<file path="src/rtl/trim_pkg.sv">
// trim_pkg: shared state encoding and defaults for the trim receiver and generator
package trim_pkg;
    typedef enum logic [1:0] {IDLE, RECV, CHECK} state_t;
    localparam int NBITS_DEF = 12;
    localparam int IDLE_CYCLES_DEF = 50000000;
endpackage

</file>
<file path="src/rtl/trim_sync.sv">
// trim_sync: two-flop synchronizer into CLK50 with falling-edge detect
module trim_sync (
    input  logic CLK50,
    input  logic RST,
    input  logic d,
    output logic q,
    output logic fall
);
    logic meta, prev;
    always_ff @(posedge CLK50 or posedge RST)
        if (RST) {meta, q, prev} <= '0;
        else     {meta, q, prev} <= {d, meta, q};
    assign fall = prev & ~q;
endmodule

</file>
<file path="src/rtl/trim_rx.sv">
// trim_rx: receives LSB-first serial trim frames clocked by a gated ENCLK, closed by ENCLK idle time
module trim_rx import trim_pkg::*; #(
    parameter int NBITS = NBITS_DEF,
    parameter int IDLE_CYCLES = IDLE_CYCLES_DEF
) (
    input  logic             CLK50,
    input  logic             RST,
    input  logic             ENCLK,
    input  logic             DIN,
    output logic [NBITS-1:0] TRIM,
    output logic             TRIM_VALID,
    output logic             FRAME_ERR,
    output logic             BUSY
);
    localparam int BW = $clog2(NBITS + 2);
    localparam int IW = $clog2(IDLE_CYCLES + 1);
    state_t state;
    logic [NBITS-1:0] sr;
    logic [BW-1:0] cnt;
    logic [IW-1:0] idle;
    logic clk_s, clk_fall, din_s, unused_din_fall;
    trim_sync u_clk (.CLK50(CLK50), .RST(RST), .d(ENCLK), .q(clk_s), .fall(clk_fall));
    trim_sync u_din (.CLK50(CLK50), .RST(RST), .d(DIN), .q(din_s), .fall(unused_din_fall));
    // idle time only accumulates (and can close the frame) while ENCLK sits low
    always_ff @(posedge CLK50 or posedge RST) begin
        if (RST) begin
            state <= IDLE;
            TRIM <= '0;
            TRIM_VALID <= 1'b0;
            FRAME_ERR <= 1'b0;
            BUSY <= 1'b0;
            sr <= '0;
            cnt <= '0;
            idle <= '0;
        end else begin
            TRIM_VALID <= 1'b0;
            FRAME_ERR <= 1'b0;
            case (state)
                IDLE: if (clk_fall) begin
                    sr <= {din_s, sr[NBITS-1:1]};
                    cnt <= BW'(1);
                    idle <= '0;
                    BUSY <= 1'b1;
                    state <= RECV;
                end
                RECV: if (clk_fall) begin
                    sr <= {din_s, sr[NBITS-1:1]};
                    cnt <= (cnt == BW'(NBITS + 1)) ? cnt : cnt + 1'b1;
                    idle <= '0;
                end else if (!clk_s) begin
                    if (idle == IW'(IDLE_CYCLES - 1)) begin
                        BUSY <= 1'b0;
                        state <= CHECK;
                    end else idle <= idle + 1'b1;
                end
                CHECK: begin
                    if (cnt == BW'(NBITS)) begin
                        TRIM <= sr;
                        TRIM_VALID <= 1'b1;
                    end else FRAME_ERR <= 1'b1;
                    sr <= '0;
                    cnt <= '0;
                    state <= IDLE;
                end
                default: state <= IDLE;
            endcase
        end
    end
endmodule
</file>
<file path="config.mk">
export PLATFORM = sky130hd
export DESIGN_NAME = trim_rx
export DESIGN_NICKNAME = d
export VERILOG_FILES = /design/src/rtl/trim_pkg.sv /design/src/rtl/trim_sync.sv /design/src/rtl/trim_rx.sv
export SDC_FILE = /design/constraint.sdc
export NUM_CORES = 1
export LEC_CHECK = 0
export ABC_AREA = 1
export CAP_MARGIN = 5
export CELL_PAD_IN_SITES_DETAIL_PLACEMENT = 1
export CELL_PAD_IN_SITES_GLOBAL_PLACEMENT = 1
export CORE_ASPECT_RATIO = 0.6
export CORE_MARGIN = 8
export CORE_UTILIZATION = 35
export CTS_CLUSTER_DIAMETER = 120
export CTS_CLUSTER_SIZE = 24
export DETAILED_ROUTE_END_ITERATION = 8
export PLACE_DENSITY = 0.75
export SYNTH_ARGS = -nofsm -noshare
export SYNTH_HDL_FRONTEND = slang
export SYNTH_HIERARCHICAL = 1
export SYNTH_SLANG_ARGS = --single-unit
</file>
<file path="constraint.sdc">
create_clock -name CLK50 -period 2.5 [get_ports CLK50]
set_clock_uncertainty 0.15 [all_clocks]
set_input_delay 0.75 -clock CLK50 [delete_from_list [all_inputs] [get_ports CLK50]]
set_output_delay 0.75 -clock CLK50 [all_outputs]
set_load 0.005 [all_outputs]
</file>
== Word level (Yosys, flattened, before mapping) ==
Index checks and enable logic that the tools add are counted.

* Register bits: 64
* Latch bits: 0
* Bits in writable memories: 0
* ROM bits: 0
* Input port bits: 4
* Memories kept: 0

* Add/subtract/negate cells: 2
* Multiply operators: 0
* Div/mod/pow operators: 0
* Magnitude comparators: 0
* Equality and inequality tests: 14
* Shift-type cells: 0
* Mux-type cells: 25
* Bitwise logic cells: 2
* Reductions and logical operators: 11

{| class="wikitable"
|+ Operators by type and width
! kind !! number
|-
| $mux 26 || 4
|-
| $pmux 26 s2 || 1
|-
| $add 26x1->26 const B || 1
|-
| $eq 26x26->1 const B || 1
|-
| $pmux 12 s2 || 1
|-
| $mux 12 || 1
|-
| $mux 4 || 3
|-
| $ne 2x2->1 const B || 6
|-
| $pmux 4 s3 || 1
|-
| $reduce_and 4->1 || 3
|-
| $eq 4x4->1 const B || 2
|-
| $mux 1 || 8
|-
| $mux 2 || 4
|-
| $ne 3x3->1 const B || 2
|-
| $reduce_and 5->1 || 1
|-
| $add 4x1->4 const B || 1
|-
| $pmux 2 s2 || 1
|-
| $reduce_and 2->1 || 2
|-
| $reduce_bool 2->1 || 2
|-
| $reduce_bool 3->1 || 1
|-
| $eq 2x1->1 const B || 1
|-
| $eq 2x2->1 const B || 1
|-
| $logic_not 2->1 || 1
|-
| $ne 2x1->1 const B || 1
|-
| 4 further kinds || 4
|}

== Logic depth before layout (Yosys ltp) ==
* Depth in word-level cells: 5
* Mapped depth: 12

== By module ==
Netlist, hierarchy kept.

{| class="wikitable"
|+ Modules (own cells, without submodules)
! module !! times used !! cells an instance !! area each (µm²)
|-
| trim_rx || 1 || 458 || 3358.2
|-
| trim_sync || 2 || 6 || 88.8
|}

== Worst setup path after synthesis ==
No wires, ideal clock.

* Kind: register to register
* Start point: register state[1]
* End point: register idle[17]
* Arrival time: 1.531 ns
* Required time: 2.223 ns
* Path slack: 0.692 ns
* Stages on the path, launching flop included: 10
* Buffers on the path: 2
* Period minus slack after synthesis: 1.808 ns
* Path through: dfrtp_1 > inv_1 > ha_1 > buf_2 > nor2_1 > nor2_2 > nand2_4 > buf_6 > nand2_1 > o21ai_0

* Longest elaborated chain between the ends: 3
* Elaborated cells between the ends (all ways): 8
* Classes of those cells: eq/ne (4); mux (1); reduce/logical (3)

{| class="wikitable"
|+ RTL lines
! item !! RTL line !! RTL
|-
| start, declared || trim_rx.sv:17 || <nowiki>state_t state;</nowiki>
|-
| start signal, assigned || trim_rx.sv:27 || <nowiki>state <= IDLE;</nowiki>
|-
| start signal, assigned || trim_rx.sv:44 || <nowiki>state <= RECV;</nowiki>
|-
| start signal, assigned || trim_rx.sv:53 || <nowiki>state <= CHECK;</nowiki>
|-
| $eq 2x1->1 or $logic_not 2->1 (tied branches) || trim_rx.sv:38 || <nowiki>case (state)</nowiki>
|-
| $ne 3x3->1 (no line) (tied with other cells) || -- ||
|-
| $reduce_and 4->1 (no line) || -- ||
|-
| end signal, assigned || trim_rx.sv:54 || <nowiki>end else idle <= idle + 1'b1;</nowiki>
|-
| end, declared || trim_rx.sv:20 || <nowiki>logic [IW-1:0] idle;</nowiki>
|}

Several ways; a longest one is shown, not always the timed one.
A chain may end at the register's enable or synchronous reset.

== Final worst setup path ==
* Start point: register BUSY
* End point: output BUSY

{| class="wikitable"
|+ RTL lines
! item !! RTL line !! RTL
|-
| start, declared || trim_rx.sv:13 || <nowiki>output logic BUSY</nowiki>
|-
| start signal, assigned || trim_rx.sv:31 || <nowiki>BUSY <= 1'b0;</nowiki>
|-
| start signal, assigned || trim_rx.sv:43 || <nowiki>BUSY <= 1'b1;</nowiki>
|-
| start signal, assigned || trim_rx.sv:52 || <nowiki>BUSY <= 1'b0;</nowiki>
|}

No word-level cell between the ends.

==> metrics.md <==
| Metric | Value |
|---|---|
| Sequential power share | a little over a third |
| Clock slew at reported path FFs | 0.06 ns |
| Final Critical Period | 2.17 ns |
| Cts bufs inserted | 9 |
| CTS max path bufs | 2 |
| Post-DP HPWL | 7170 um |
| Drt via density | 5.05 |
| Worst Path Class, Setup | flop to output port |
| RSZ-0062 raised after global routing | no |
| Status | completed |
| Post-DR wirelength/cell | 15.9 um |
| Period utilisation layout | 86.8% |
| TNS Setup | 0 ns |
| Worst Hold End | u_din/q |
| Pre-antenna DRT Iters | 4 |
| Crit path capture type | output port |
| First-pass GRT wire length | 17,000 um |
| Row count | 28 |
| Net Switching | 1270 uW |
| Most common cell after layout, fill and taps aside | nand2_1 |
| Largest net degree at the start of global routing | 60 |
| Detailed router's first-iteration violation count | 226 |
| Via count | 3,180 |
| Peak supply drop | 362 uV |
| Ys Warns | 6 |
| WP data required | about 1.6 ns |
| Max Transition Viols Final | 0 |
| Syn Inst Count | 467 |
| GRT Overall Usage | 15.6% |
| CP Launch Type | flop |
| P_leak | 0.00180 uW |
| # diodes | 0 |
| Hold Fails Final Rpt | 0 |
| Clk network pwr share | 36.7% |
| Int Power | roughly 2300 uW |
| Root Buffer | clkbuf_16 |
| I/O pin cnt | 19 |
| Crit-path cells | clkdlybuf4s50_1 |
| Starting density of the core | 35.7% |
| Routed WL | between 9000 and 10,000 um |
| CP max stage delay | around 0.58 ns |
| Sw Ratio | 36.0% |
| Chip width | around 150 um |
| Clk sinks | 64 |
| CP top delay family | buffers and inverters |
| Critical path arrival | around 1.3 ns |
| R2R depth | 12 |
| Die Ht | 93.5 um |
| Synth Cell Area | 3500 um2 |
| Crit-path max FO | 2 |
| WP buf/inv | 1 |
| Fmax | around 460 MHz |
| Clock latency on the worst-skew pair | 0.33 ns |
| # port buffers | 18 |
| Setup violators final | 0 |
| R2r startpoint | idle[0] |
| CORE AREA | 9810 um2 |
| Share of layout cells above drive strength 1 | 7.47% |
| Area growth from synthesis to layout | 18.8% |
| GR Overflow Total | 0 |
| Syn nets | 480 |
| Worst Hold Class | flop to flop |
| Fin util | 42.4% |
| Initial antenna violation count | 0 |
| CP max-delay cell | clkdlybuf4s50_1 |
| Combinational fraction of design power | 26.9% |
| Final GP Congestion | 0.845 |
| Most frequent cells in the layout | 135 x nand2_1, 64 x dfrtp_1, 52 x o21ai_0, 50 x nor2_1, 48 x inv_1 |
| Drt drc | 0 |
| Syn Area/Cell | 7.50 um2 |
| Die ar. | 13,600 um2 |
| Fin nets | 503 |
| CTS tree | done |
| Crit Reg-Reg Endpoint | idle[20] |
| Worst rel slew slack | about three fifths |
| Worst-Margin Slew | 0.587 ns |
| Max-cap violations | 0 |
| WHS Path Cells | 0 |
| Power per cell area | 849 nW/um2 |
| Vias in the first global route | 3,194 |
| H-tree levels | 3 |
| HP Start | u_din/meta |
| R2R Setup Slk | roughly 0.36 ns |
| ANT nets after route | 0 |
## through the flow
stage / hold WS [ns] / std cells / total power [uW] / cell area [um2] / setup WS, ns
final: 0.200 / 630 / 3530 / 4160 / 0.331
after CTS: 0.204 / 630 / 3550 / 4150 / 0.198
after floorplan: 0.181 / 467 / 1950 / 3500 / 0.144
after detailed placement: 0.189 / 614 / 2220 / 3840 / 0.223
after global routing: 0.210 / 630 / 3750 / 4160 / 0.105
after global placement: 0.186 / 614 / 2180 / 3840 / 0.338
## repair_timing
item,4_1_cts,5_1_grt
hold buffers,0,0
setup endpoints to repair,0,4
setup buffers,0,0
gates resized for setup,0,1
## area by class of cell
type | count | area (um2)
Multi-Input combinational cell | 337 | 1630
Fill cell | 1225 | 5650
Tap cell | 135 | 169
Clock inverter | 6 | 67.6
Sequential cell | 64 | 1600
Clock buffer | 10 | 239
Timing Repair Buffer | 27 | 260
Inverter | 51 | 191
## flip-flops by register name (all words and copies together), names as in the netlist
| signal | cells |
|---|---|
| sr | 12 |
| u_din/meta | 1 |
| u_clk/q | 1 |
| idle | 26 |
| FRAME_ERR | 1 |
| u_clk/prev | 1 |
| BUSY | 1 |
| u_clk/meta | 1 |
| cnt | 4 |
| TRIM | 12 |
| u_din/q | 1 |
| state | 2 |
| TRIM_VALID | 1 |
## layer usage
layer,global-route usage (%),vias to the layer above,part of all wire (%)
met5,0,-,0
met4,5.51,0,1.5
met3,3.47,14,4.3
met2,23.2,47,42
met1,21.9,1560,52
li1,-,1559,-
## power by group through the flow
stage / clock [uW] / combinational (uW) / sequential (uW)
CTS: 1320 / 942 / 1290
detailed placement: 0 / 925 / 1300
floorplan: 0 / 676 / 1270
finish: 1290 / 951 / 1280
global route: 1360 / 1090 / 1300
global placement: 0 / 888 / 1290
## how the worst max path moves through the flow
stage	to	cells past startpoint	slack (ns)	startpoint
6_report	BUSY	1	0.33	BUSY
5_1_grt	idle[20]	12	0.11	idle[0]
4_1_cts	idle[20]	12	0.20	idle[0]
3_5_place_dp	idle[20]	12	0.22	idle[0]
3_3_place_gp	idle[20]	12	0.34	idle[0]
2_1_floorplan	BUSY	1	0.14	RST
No activity file was read; power rests on OpenSTA's default activity.
